**config.mk**
```make
export PLATFORM = sky130hd
export DESIGN_NAME = grad_mag_orient
export DESIGN_NICKNAME = d
export VERILOG_FILES = /design/src/rtl/sift_pkg.sv /design/src/rtl/grad_orient_bin.sv /design/src/rtl/grad_mag_orient.sv
export SDC_FILE = /design/constraint.sdc
export NUM_CORES = 1
export LEC_CHECK = 0
export ABC_AREA = 1
export ABC_CLOCK_PERIOD_IN_PS = 1850
export BUFFER_PORTS_ARGS = -buffer_cell sky130_fd_sc_hd__clkbuf_2
export CORE_MARGIN = 1.5
export CORE_UTILIZATION = 50
export CTS_BUF_LIST = sky130_fd_sc_hd__clkbuf_8
export DETAILED_ROUTE_END_ITERATION = 16
export GPL_TIMING_DRIVEN = 0
export MAX_ROUTING_LAYER = met4
export PLACE_DENSITY_LB_ADDON = 0.3
export SYNTH_ARGS = -nofsm -noshare
export SYNTH_HDL_FRONTEND = slang
export SYNTH_SLANG_ARGS = --single-unit
```
**constraint.sdc**
```tcl
create_clock -name clk_in -period 1.85 [get_ports clk_in]
set_clock_uncertainty 0.05 [all_clocks]
set_input_delay 0.0925 -clock clk_in [delete_from_list [all_inputs] [get_ports clk_in]]
set_output_delay 0.0925 -clock clk_in [all_outputs]
set_load 0.005 [all_outputs]
```
**src/rtl/sift_pkg.sv**
```systemverilog
// rtl/sift_pkg.sv - shared constants and state type for the SIFT gradient stages
package sift_pkg;

    localparam int NUM_ORIENT_BINS = 8;
    localparam int ORIENT_W        = $clog2(NUM_ORIENT_BINS);

    typedef enum logic [1:0] {
        IDLE,
        STREAM,
        DRAIN
    } gmo_state_t;

endpackage

```
**src/rtl/grad_orient_bin.sv**
```systemverilog
// rtl/grad_orient_bin.sv - combinational (gx,gy) -> saturated magnitude and 45-degree orientation bin
// MAG_MAXMIN_EN selects max+min/2 magnitude; otherwise L1 magnitude.
module grad_orient_bin
    import sift_pkg::*;
#(
    parameter int BIT_DEPTH = 8
) (
    input  logic signed [BIT_DEPTH-1:0] gx,
    input  logic signed [BIT_DEPTH-1:0] gy,
    output logic        [BIT_DEPTH-1:0] mag,
    output logic        [ORIENT_W-1:0]  bin
);

    localparam logic [BIT_DEPTH+1:0] MAG_MAX = {2'b00, {BIT_DEPTH{1'b1}}};

    logic [BIT_DEPTH:0]   gx_ext, gy_ext;
    logic [BIT_DEPTH:0]   ax, ay;
    logic [BIT_DEPTH:0]   amax, amin;
    logic [BIT_DEPTH+1:0] sum;
    logic                 gx_pos, gx_neg, gy_pos, gy_neg;

    // One extra bit so that the most negative gradient has a representable magnitude.
    always_comb begin
        gx_ext = {gx[BIT_DEPTH-1], gx};
        gy_ext = {gy[BIT_DEPTH-1], gy};
        ax     = gx_ext[BIT_DEPTH] ? -gx_ext : gx_ext;
        ay     = gy_ext[BIT_DEPTH] ? -gy_ext : gy_ext;
        amax   = (ax >= ay) ? ax : ay;
        amin   = (ax >= ay) ? ay : ax;
`ifdef MAG_MAXMIN_EN
        sum    = {1'b0, amax} + {2'b00, amin[BIT_DEPTH:1]};
`else
        sum    = {1'b0, ax} + {1'b0, ay};
`endif
        mag    = (sum > MAG_MAX) ? {BIT_DEPTH{1'b1}} : sum[BIT_DEPTH-1:0];
    end

    // Boundaries fall into the higher bin, so the tie cases use >= / <= accordingly.
    always_comb begin
        gx_neg = gx[BIT_DEPTH-1];
        gy_neg = gy[BIT_DEPTH-1];
        gx_pos = !gx_neg && (gx != '0);
        gy_pos = !gy_neg && (gy != '0);
        bin    = ORIENT_W'(0);
        if (!gy_pos && !gy_neg) begin
            bin = gx_neg ? ORIENT_W'(4) : ORIENT_W'(0);
        end else if (gy_pos) begin
            if (gx_pos) bin = (ay < ax) ? ORIENT_W'(0) : ORIENT_W'(1);
            else        bin = (ay > ax) ? ORIENT_W'(2) : ORIENT_W'(3);
        end else begin
            if (gx_neg) bin = (ay < ax) ? ORIENT_W'(4) : ORIENT_W'(5);
            else        bin = (ay > ax) ? ORIENT_W'(6) : ORIENT_W'(7);
        end
    end

endmodule

```
**src/rtl/grad_mag_orient.sv**
```systemverilog
// rtl/grad_mag_orient.sv - streams gx/gy BRAMs and writes magnitude and orientation BRAMs
// Optional MAG_MAXMIN_EN selects the max+min/2 magnitude in grad_orient_bin.
module grad_mag_orient
    import sift_pkg::*;
#(
    parameter  int WIDTH     = 64,
    parameter  int HEIGHT    = 64,
    parameter  int BIT_DEPTH = 8,
    localparam int NPIX      = WIDTH * HEIGHT,
    localparam int AW        = $clog2(NPIX)
) (
    input  logic                 clk_in,
    input  logic                 rst_in,
    input  logic                 start_in,
    output logic [AW-1:0]        x_read_addr,
    output logic                 x_read_addr_valid,
    input  logic [BIT_DEPTH-1:0] x_pixel_in,
    output logic [AW-1:0]        y_read_addr,
    output logic                 y_read_addr_valid,
    input  logic [BIT_DEPTH-1:0] y_pixel_in,
    output logic [AW-1:0]        mag_write_addr,
    output logic                 mag_write_valid,
    output logic [BIT_DEPTH-1:0] mag_pixel_out,
    output logic [AW-1:0]        orient_write_addr,
    output logic                 orient_write_valid,
    output logic [ORIENT_W-1:0]  orient_out,
    output logic                 busy_out,
    output logic                 done_out
);

    gmo_state_t           state, state_nxt;
    logic [AW-1:0]        addr, addr_nxt;
    logic                 rd_valid;
    logic                 done;
    logic                 v_d1, v_d2, wr_valid;
    logic [AW-1:0]        a_d1, a_d2, wr_addr;
    logic [BIT_DEPTH-1:0] mag_c, mag_q;
    logic [ORIENT_W-1:0]  bin_c, bin_q;

    always_ff @(posedge clk_in or negedge rst_in) begin
        if (!rst_in) begin
            state <= IDLE;
            addr  <= '0;
        end else begin
            state <= state_nxt;
            addr  <= addr_nxt;
        end
    end

    always_comb begin
        state_nxt = state;
        addr_nxt  = addr;
        done      = 1'b0;
        case (state)
            IDLE: begin
                if (start_in) begin
                    state_nxt = STREAM;
                    addr_nxt  = '0;
                end
            end
            STREAM: begin
                if (addr == AW'(NPIX - 1)) state_nxt = DRAIN;
                else                       addr_nxt  = addr + AW'(1);
            end
            DRAIN: begin
                // Done only once the final write has left the output register.
                if (!v_d1 && !v_d2 && !wr_valid) begin
                    done      = 1'b1;
                    state_nxt = IDLE;
                end
            end
            default: state_nxt = IDLE;
        endcase
    end

    assign rd_valid = (state == STREAM);

    grad_orient_bin #(
        .BIT_DEPTH(BIT_DEPTH)
    ) u_bin (
        .gx  (x_pixel_in),
        .gy  (y_pixel_in),
        .mag (mag_c),
        .bin (bin_c)
    );

    // Stage 2 lines up with BRAM data; the output register is the third stage.
    always_ff @(posedge clk_in or negedge rst_in) begin
        if (!rst_in) begin
            v_d1     <= 1'b0;
            v_d2     <= 1'b0;
            wr_valid <= 1'b0;
            a_d1     <= '0;
            a_d2     <= '0;
            wr_addr  <= '0;
            mag_q    <= '0;
            bin_q    <= '0;
        end else begin
            v_d1     <= rd_valid;
            a_d1     <= addr;
            v_d2     <= v_d1;
            a_d2     <= a_d1;
            wr_valid <= v_d2;
            if (v_d2) begin
                wr_addr <= a_d2;
                mag_q   <= mag_c;
                bin_q   <= bin_c;
            end
        end
    end

    assign x_read_addr        = addr;
    assign y_read_addr        = addr;
    assign x_read_addr_valid  = rd_valid;
    assign y_read_addr_valid  = rd_valid;
    assign mag_write_addr     = wr_addr;
    assign orient_write_addr  = wr_addr;
    assign mag_write_valid    = wr_valid;
    assign orient_write_valid = wr_valid;
    assign mag_pixel_out      = mag_q;
    assign orient_out         = bin_q;
    assign busy_out           = (state != IDLE);
    assign done_out           = done;

endmodule

```
==> results_dict.tcl, run 1 <==
set metrics [dict create \
    violations "setup timing" \
    cts_made_buffers 9 \
    async_reset_ff_share_pct 100 \
    hpwl_um 5800 \
    die-width_um 89.1 \
    final_cell_mix "nand2_1, clkbuf_2, dfrtp_1" \
    end_kind "register" \
    cts_root_buffer "clkbuf_8" \
    drt_first_pass_iters 4 \
    hold_path_end "x_read_addr[6]$_DFFE_PN0P_" \
    hold_path.startpoint "start_in" \
    max_slew.worst_pin.slew_ns 0.830 \
    drt_iter0_drc 176 \
    wl_um 8160 \
    yosysWarnings 0 \
    dieArea_um2 7930 \
    grt_pass1_wl_um 13100 \
    via_per_inst 4.77 \
    cts_tree "done" \
    rsz0062_at_grt "true" \
    fin_crit_sh_pct 103 \
    path_max_fanout 8 \
    ant_nets 0 \
    dr_total_vias 3243 \
    p_leak_nw 2.60 \
    finalCoreUtilization_pct 68.1 \
    critPathLaunchType "primary input" \
    ir_drop_mv 0.621 \
    arrival_ns 2.09 \
    clockBufferDepth 2 \
    antenna_found_initial 0 \
    globalplace.congestion 0.879 \
    fp.dieH_um 89.1 \
    clk_pin_slew_worst_paths_ns 0.08 \
    placed_area_um2 4360 \
    synth_area_leaders "dfrtp_1, nand2_1, ha_1" \
    finalSetupViolCount 8 \
    ys.flop_type "dfrtp_1" \
    slew_violations 0 \
    rows 31 \
    required_ns 2.04 \
    cts_max_level 3 \
    max_slew_margin_pct 44.6 \
    grt_pass1_vias 3022 \
    drc_errors 0 \
    synth-edff-count 0 \
    n_antenna_cell 0 \
    syn-cell-area_um2 3700 \
    avgSynthCellArea_um2 7.96 \
    worstReg2RegEnd "x_read_addr[2]$_DFFE_PN0P_" \
    yosysTopAreaCell "dfrtp_1" \
    period_needed_ns 1.90 \
    worstSkewPairLatency_ns 0.34 \
    hold_class "primary input to register" \
    start_util_pct 51.3 \
    grtUsageTotal_pct 22.3 \
    core_area_um2 7210 \
    wl_per_cell_um 12.0 \
    r2r.worst_path.cells 9 \
    ys_seq_area_share_pct 43.3 \
    rr_startpoint "x_read_addr[1]$_DFFE_PN0P_" \
    synthCells 465 \
    final_area_um2 4920 \
    layout.cells.most_common "nand2_1" \
    ys_ff_latch 64 \
    yosysTopAreaCellShare_pct 43.3 \
    drv_cap 0 \
    criticalPathCategory "primary input to register" \
    timing.final.ws_setup_ns -0.0526 \
    areaGrowthSynthToFinish_pct 32.8 \
    ys_types 40 \
    drive_gt1_share_pct 36.5 \
    hold_path_depth 4 \
    grt_max_degree 65 \
    finalHoldViolCount 0 \
    overflow 0 \
    nFillCells 586 \
    ff2ff_setup_slack_ns 0.16 \
    cts_num_sinks 64 \
    nets 617 \
    io_buffers 82 \
    powerDensity_nw_per_um2 686 \
    run_status "finished with violations" \
    io_pins 84 \
    fmax_mhz 526 \
]
## routing by layer
layer	routed length (µm)	global-route usage (%)	vias up
met4	110	7.13	0
met3	397	5.82	15
met2	3940	34.8	102
li1	-	-	1647
met1	3720	28.5	1479
met5	0	-	-
## sequential cells by signal, indices dropped and copies added, names as in the netlist
name and count:
a_d1 12, a_d2 12, mag_write_addr 12, x_read_addr 12, mag_pixel_out 8, orient_out 3, state 2, mag_write_valid 1
v_d1 1, v_d2 1
## how the worst max path moves through the flow
stage                             start                            to  slack [ns]  cells past startpoint
final                     x_pixel_in[1]  mag_pixel_out[4]$_DFFE_PN0P_       -0.05                     16
after global routing      x_pixel_in[7]  mag_pixel_out[2]$_DFFE_PN0P_       -0.18                     16
after CTS                 x_pixel_in[1]  mag_pixel_out[2]$_DFFE_PN0P_      -0.009                     17
after detailed placement  x_pixel_in[1]  mag_pixel_out[2]$_DFFE_PN0P_       -0.65                     17
after global placement    x_pixel_in[1]  mag_pixel_out[2]$_DFFE_PN0P_       -0.57                     17
after floorplan           x_pixel_in[1]  mag_pixel_out[0]$_DFFE_PN0P_       -0.10                     16
## synth_stat cells, drive strengths merged, types with 2 or more instances
cell type / instances
a21oi: 19
buf: 30
clkbuf: 4
conb: 2
dfrtp: 64
ha: 21
inv: 62
nand2: 135
nand3: 25
nand3b: 4
nand4: 4
nor2: 43
nor3: 6
nor4: 3
o21ai: 13
o31ai: 2
or2: 6
xnor2: 3
xor2: 11
## per-stage QoR
stage               TNS [ns]  hold slack, ns  instances  total power [mW]  worst slack (ns)
finish                -0.293          0.0742        680              3.37           -0.0526
global placement       -4.71           0.281        648              2.03            -0.568
global route           -1.37          0.0847        680              3.57            -0.184
detailed placement     -5.43           0.213        648              2.04            -0.648
floorplan             -0.550          -0.253        467              1.86            -0.102
CTS                 -0.00936          0.0576        671              3.32          -0.00936
## power by group
part / total [mW] / switching (mW) / internal (mW)
sequential: 1.46 / 0.0228 / 1.43
clock: 1.21 / 0.580 / 0.634
combinational: 0.699 / 0.408 / 0.291
## logic make-up (layout without fill, tap and decap cells)
kind of cell	Yosys count	after routing	share of synthesized area, %
AOI/OAI and AO/OA	39	39	6.08
adders and majority gates	22	22	7.64
other	2	4	0.203
DFF	64	64	43.3
and+or+nand+nor	228	228	26.8
xor gates and xnor gates	14	14	3.31
buffers and inverters	96	210	12.7
## worst max-delay path, stage by stage
cell     delay, ns
buf_12        0.11
inv_12        0.04
ha_4          0.14
nand3_4       0.09
o31ai_4       0.30
xor2_2        0.20
ha_1          0.28
inv_2         0.11
nor2_2        0.04
a21oi_2       0.12
nand2_1       0.06
nand2_1       0.07
nand2_2       0.06
nor2_4        0.18
buf_4         0.15
a21oi_2       0.04
## final cells by class
cell class              count  area (µm²)  share of cell area (%)
plain buffers              34         246                    5.01
well taps                  99         124                    2.52
clock buffers               9         124                    2.52
clock inverters             7        81.3                    1.65
repair buffers             98         566                    11.5
multi-input cells         307        1910                    38.9
flip-flops and latches     64        1600                    32.6
inverters                  62         260                    5.29
## repair_timing
item	4_1_cts	5_1_grt
buffers inserted	6	9
pin swaps	11	10
setup endpoints to repair	9	20
hold buffers	1	0
hold endpoints to repair	64	0
gates resized for setup	18	30
Note: power is estimated with default switching activity, not from simulation.
==> run 2: changes to the inputs <==
- CORE_MARGIN: 1.5 -> not set
- SETUP_SLACK_MARGIN: not set -> 0.02
==> run 2 against run 1 <==
  * Clock-buffer cell count grew 1
  * The flow still finishes with violations (setup timing)
  * Clock power decreased by 13%
  * Hold slack improved by 0.018 ns
  * Flip-flop and latch count did not move
  * Wire length grew 5.0%
  * Register-to-register slack is essentially flat
  * Core utilization up 0.97 points
  * Highest routed layer unchanged
  * Sequential power barely moved
  * Fmax decreased by 5.1%
==> results_dict.tcl, run 2 (synthesis results as in run 1) <==
set metrics [dict create \
    period_needed_ns 2.01 \
    end_kind "register" \
    criticalPathCategory "primary input to register" \
    cts_root_buffer "clkbuf_8" \
    worstReg2RegEnd "x_read_addr[2]$_DFFE_PN0P_" \
    powerDensity_nw_per_um2 652 \
    hold_class "primary input to register" \
    ant_nets 0 \
    finalSetupViolCount 9 \
    hold_path.startpoint "start_in" \
    nFillCells 553 \
    stdcell_count 683 \
    areaGrowthSynthToFinish_pct 34.7 \
    seq_area_um2 1600 \
    die-width_um 88.1 \
    timing.final.ws_setup_ns -0.155 \
    rows 31 \
    rr_startpoint "x_read_addr[1]$_DFFE_PN0P_" \
    required_ns 2.02 \
    core_area_um2 7210 \
    violations "setup timing" \
    io_pins 84 \
    via_per_inst 4.90 \
    tns_ns -0.934 \
    globalplace.congestion 0.872 \
    cts_num_sinks 64 \
    rsz0062_at_grt "true" \
    max_slew_margin_pct 44.9 \
    drive_gt1_share_pct 37.0 \
    grt_pass1_vias 2980 \
    ir_drop_mv 0.555 \
    fp.dieH_um 88.1 \
    hpwl_um 5790 \
    multiInputGateArea_um2 1950 \
    drt_iter0_drc 111 \
    fmax_mhz 499 \
    grt-busiest-layer "met2" \
    dp.cells 648 \
    drv_cap 0 \
    fin_crit_sh_pct 108 \
    finalHoldViolCount 0 \
    worstSkewPairLatency_ns 0.33 \
    grtUsageMet2_pct 36.6 \
    run_status "finished with violations" \
    gr-usage-met3_pct 5.09 \
    hold_path_depth 4 \
    dr_total_vias 3345 \
    io_buffers 82 \
    nets 620 \
    cts_tree "done" \
    start_util_pct 51.3 \
    slew_violations 0 \
    drc_errors 0 \
    drt_first_pass_iters 5 \
    wl_um 8570 \
    cts_max_level 3 \
    clockBufferDepth 2 \
    r2r.worst_path.cells 9 \
    final_cell_mix "nand2_1, clkbuf_2, dfrtp_1" \
    max_slew.worst_pin.slew_ns 0.826 \
    critPathLaunchType "primary input" \
    clk_pin_slew_worst_paths_ns 0.07 \
    placed_area_um2 4360 \
    wl_per_cell_um 12.5 \
    grtUsageTotal_pct 22.7 \
    n_antenna_cell 0 \
    overflow 0 \
    path_max_fanout 8 \
    hold_path_end "x_read_addr[3]$_DFFE_PN0P_" \
    ff2ff_setup_slack_ns 0.16 \
    antenna_found_initial 0 \
    layout.cells.most_common "nand2_1" \
    dieArea_um2 7750 \
    grt_max_degree 65 \
    grtUsageMet1_pct 29.4 \
    arrival_ns 2.18 \
    final_area_um2 4990 \
    cts_made_buffers 9 \
    p_leak_nw 2.62 \
    grt_pass1_wl_um 13200 \
]
## run 2: cell count changes in the layout (fill, tap and decap cells not counted), sizes merged
cell	previous run	this run
buf	47	50
bufinv	1	0
clkbuf	93	94
## run 2: repair_timing
item	in CTS	in global routing
endpoints found under the hold margin	64	0
pin swaps	24	28
hold buffers	1	0
resized for setup	26	31
endpoints found under the setup margin	10	16
setup buffers	9	9
## run 2: metal layers
metal	routed length, µm	vias up
met5	0	-
met4	79	0
li1	-	1653
met2	4150	118
met3	394	12
met1	3940	1562
## run 2: power breakdown
part / internal [mW] / total [mW] / switching [mW]
logic: 0.312 / 0.740 / 0.428
registers: 1.44 / 1.46 / 0.0236
clock network: 0.524 / 1.05 / 0.527
## run 2: worst max path at each step
stage / slack, ns / to / depth (start not counted) / startpoint
3_5_place_dp: -0.59 / mag_pixel_out[3]$_DFFE_PN0P_ / 17 / x_pixel_in[1]
3_3_place_gp: -0.57 / mag_pixel_out[2]$_DFFE_PN0P_ / 17 / x_pixel_in[1]
4_1_cts: -0.03 / mag_pixel_out[3]$_DFFE_PN0P_ / 17 / x_pixel_in[1]
6_report: -0.16 / mag_pixel_out[3]$_DFFE_PN0P_ / 17 / x_pixel_in[0]
5_1_grt: -0.25 / mag_pixel_out[3]$_DFFE_PN0P_ / 17 / x_pixel_in[0]
2_1_floorplan: -0.10 / mag_pixel_out[0]$_DFFE_PN0P_ / 16 / x_pixel_in[1]
## run 2: cell type report
| cell class | instances | share of cell area (%) |
|---|---|---|
| plain buffers | 34 | 4.94 |
| clock buffers | 10 | 2.76 |
| clock inverters | 6 | 0.853 |
| inverters | 62 | 5.29 |
| multi-input cells | 307 | 39.2 |
| flip-flops and latches | 64 | 32.2 |
| well taps | 99 | 2.48 |
| repair buffers | 101 | 12.3 |
## run 2: critical path, cell delays in order
cell       delay (ns)
clkbuf_16        0.13
inv_6            0.05
ha_4             0.14
nand3_4          0.08
o31ai_4          0.22
xor2_2           0.27
ha_4             0.27
inv_6            0.08
nor2_2           0.05
a21oi_2          0.15
nand2_1          0.09
nand2_1          0.09
nand2_2          0.07
nor2_4           0.21
nand2_1          0.08
nand2_1          0.07
inv_1            0.03
## run 2: stage by stage
stage               hold slack (ns)  power, mW  util (%)  setup slack [ns]
floorplan                    -0.253       1.86         -            -0.102
global placement              0.281       2.03      60.4            -0.568
detailed placement            0.214       2.04      60.5            -0.591
CTS                          0.0771       3.16      66.2           -0.0344
global route                  0.100       3.43      69.1            -0.245
finish                       0.0921       3.25      69.1            -0.155
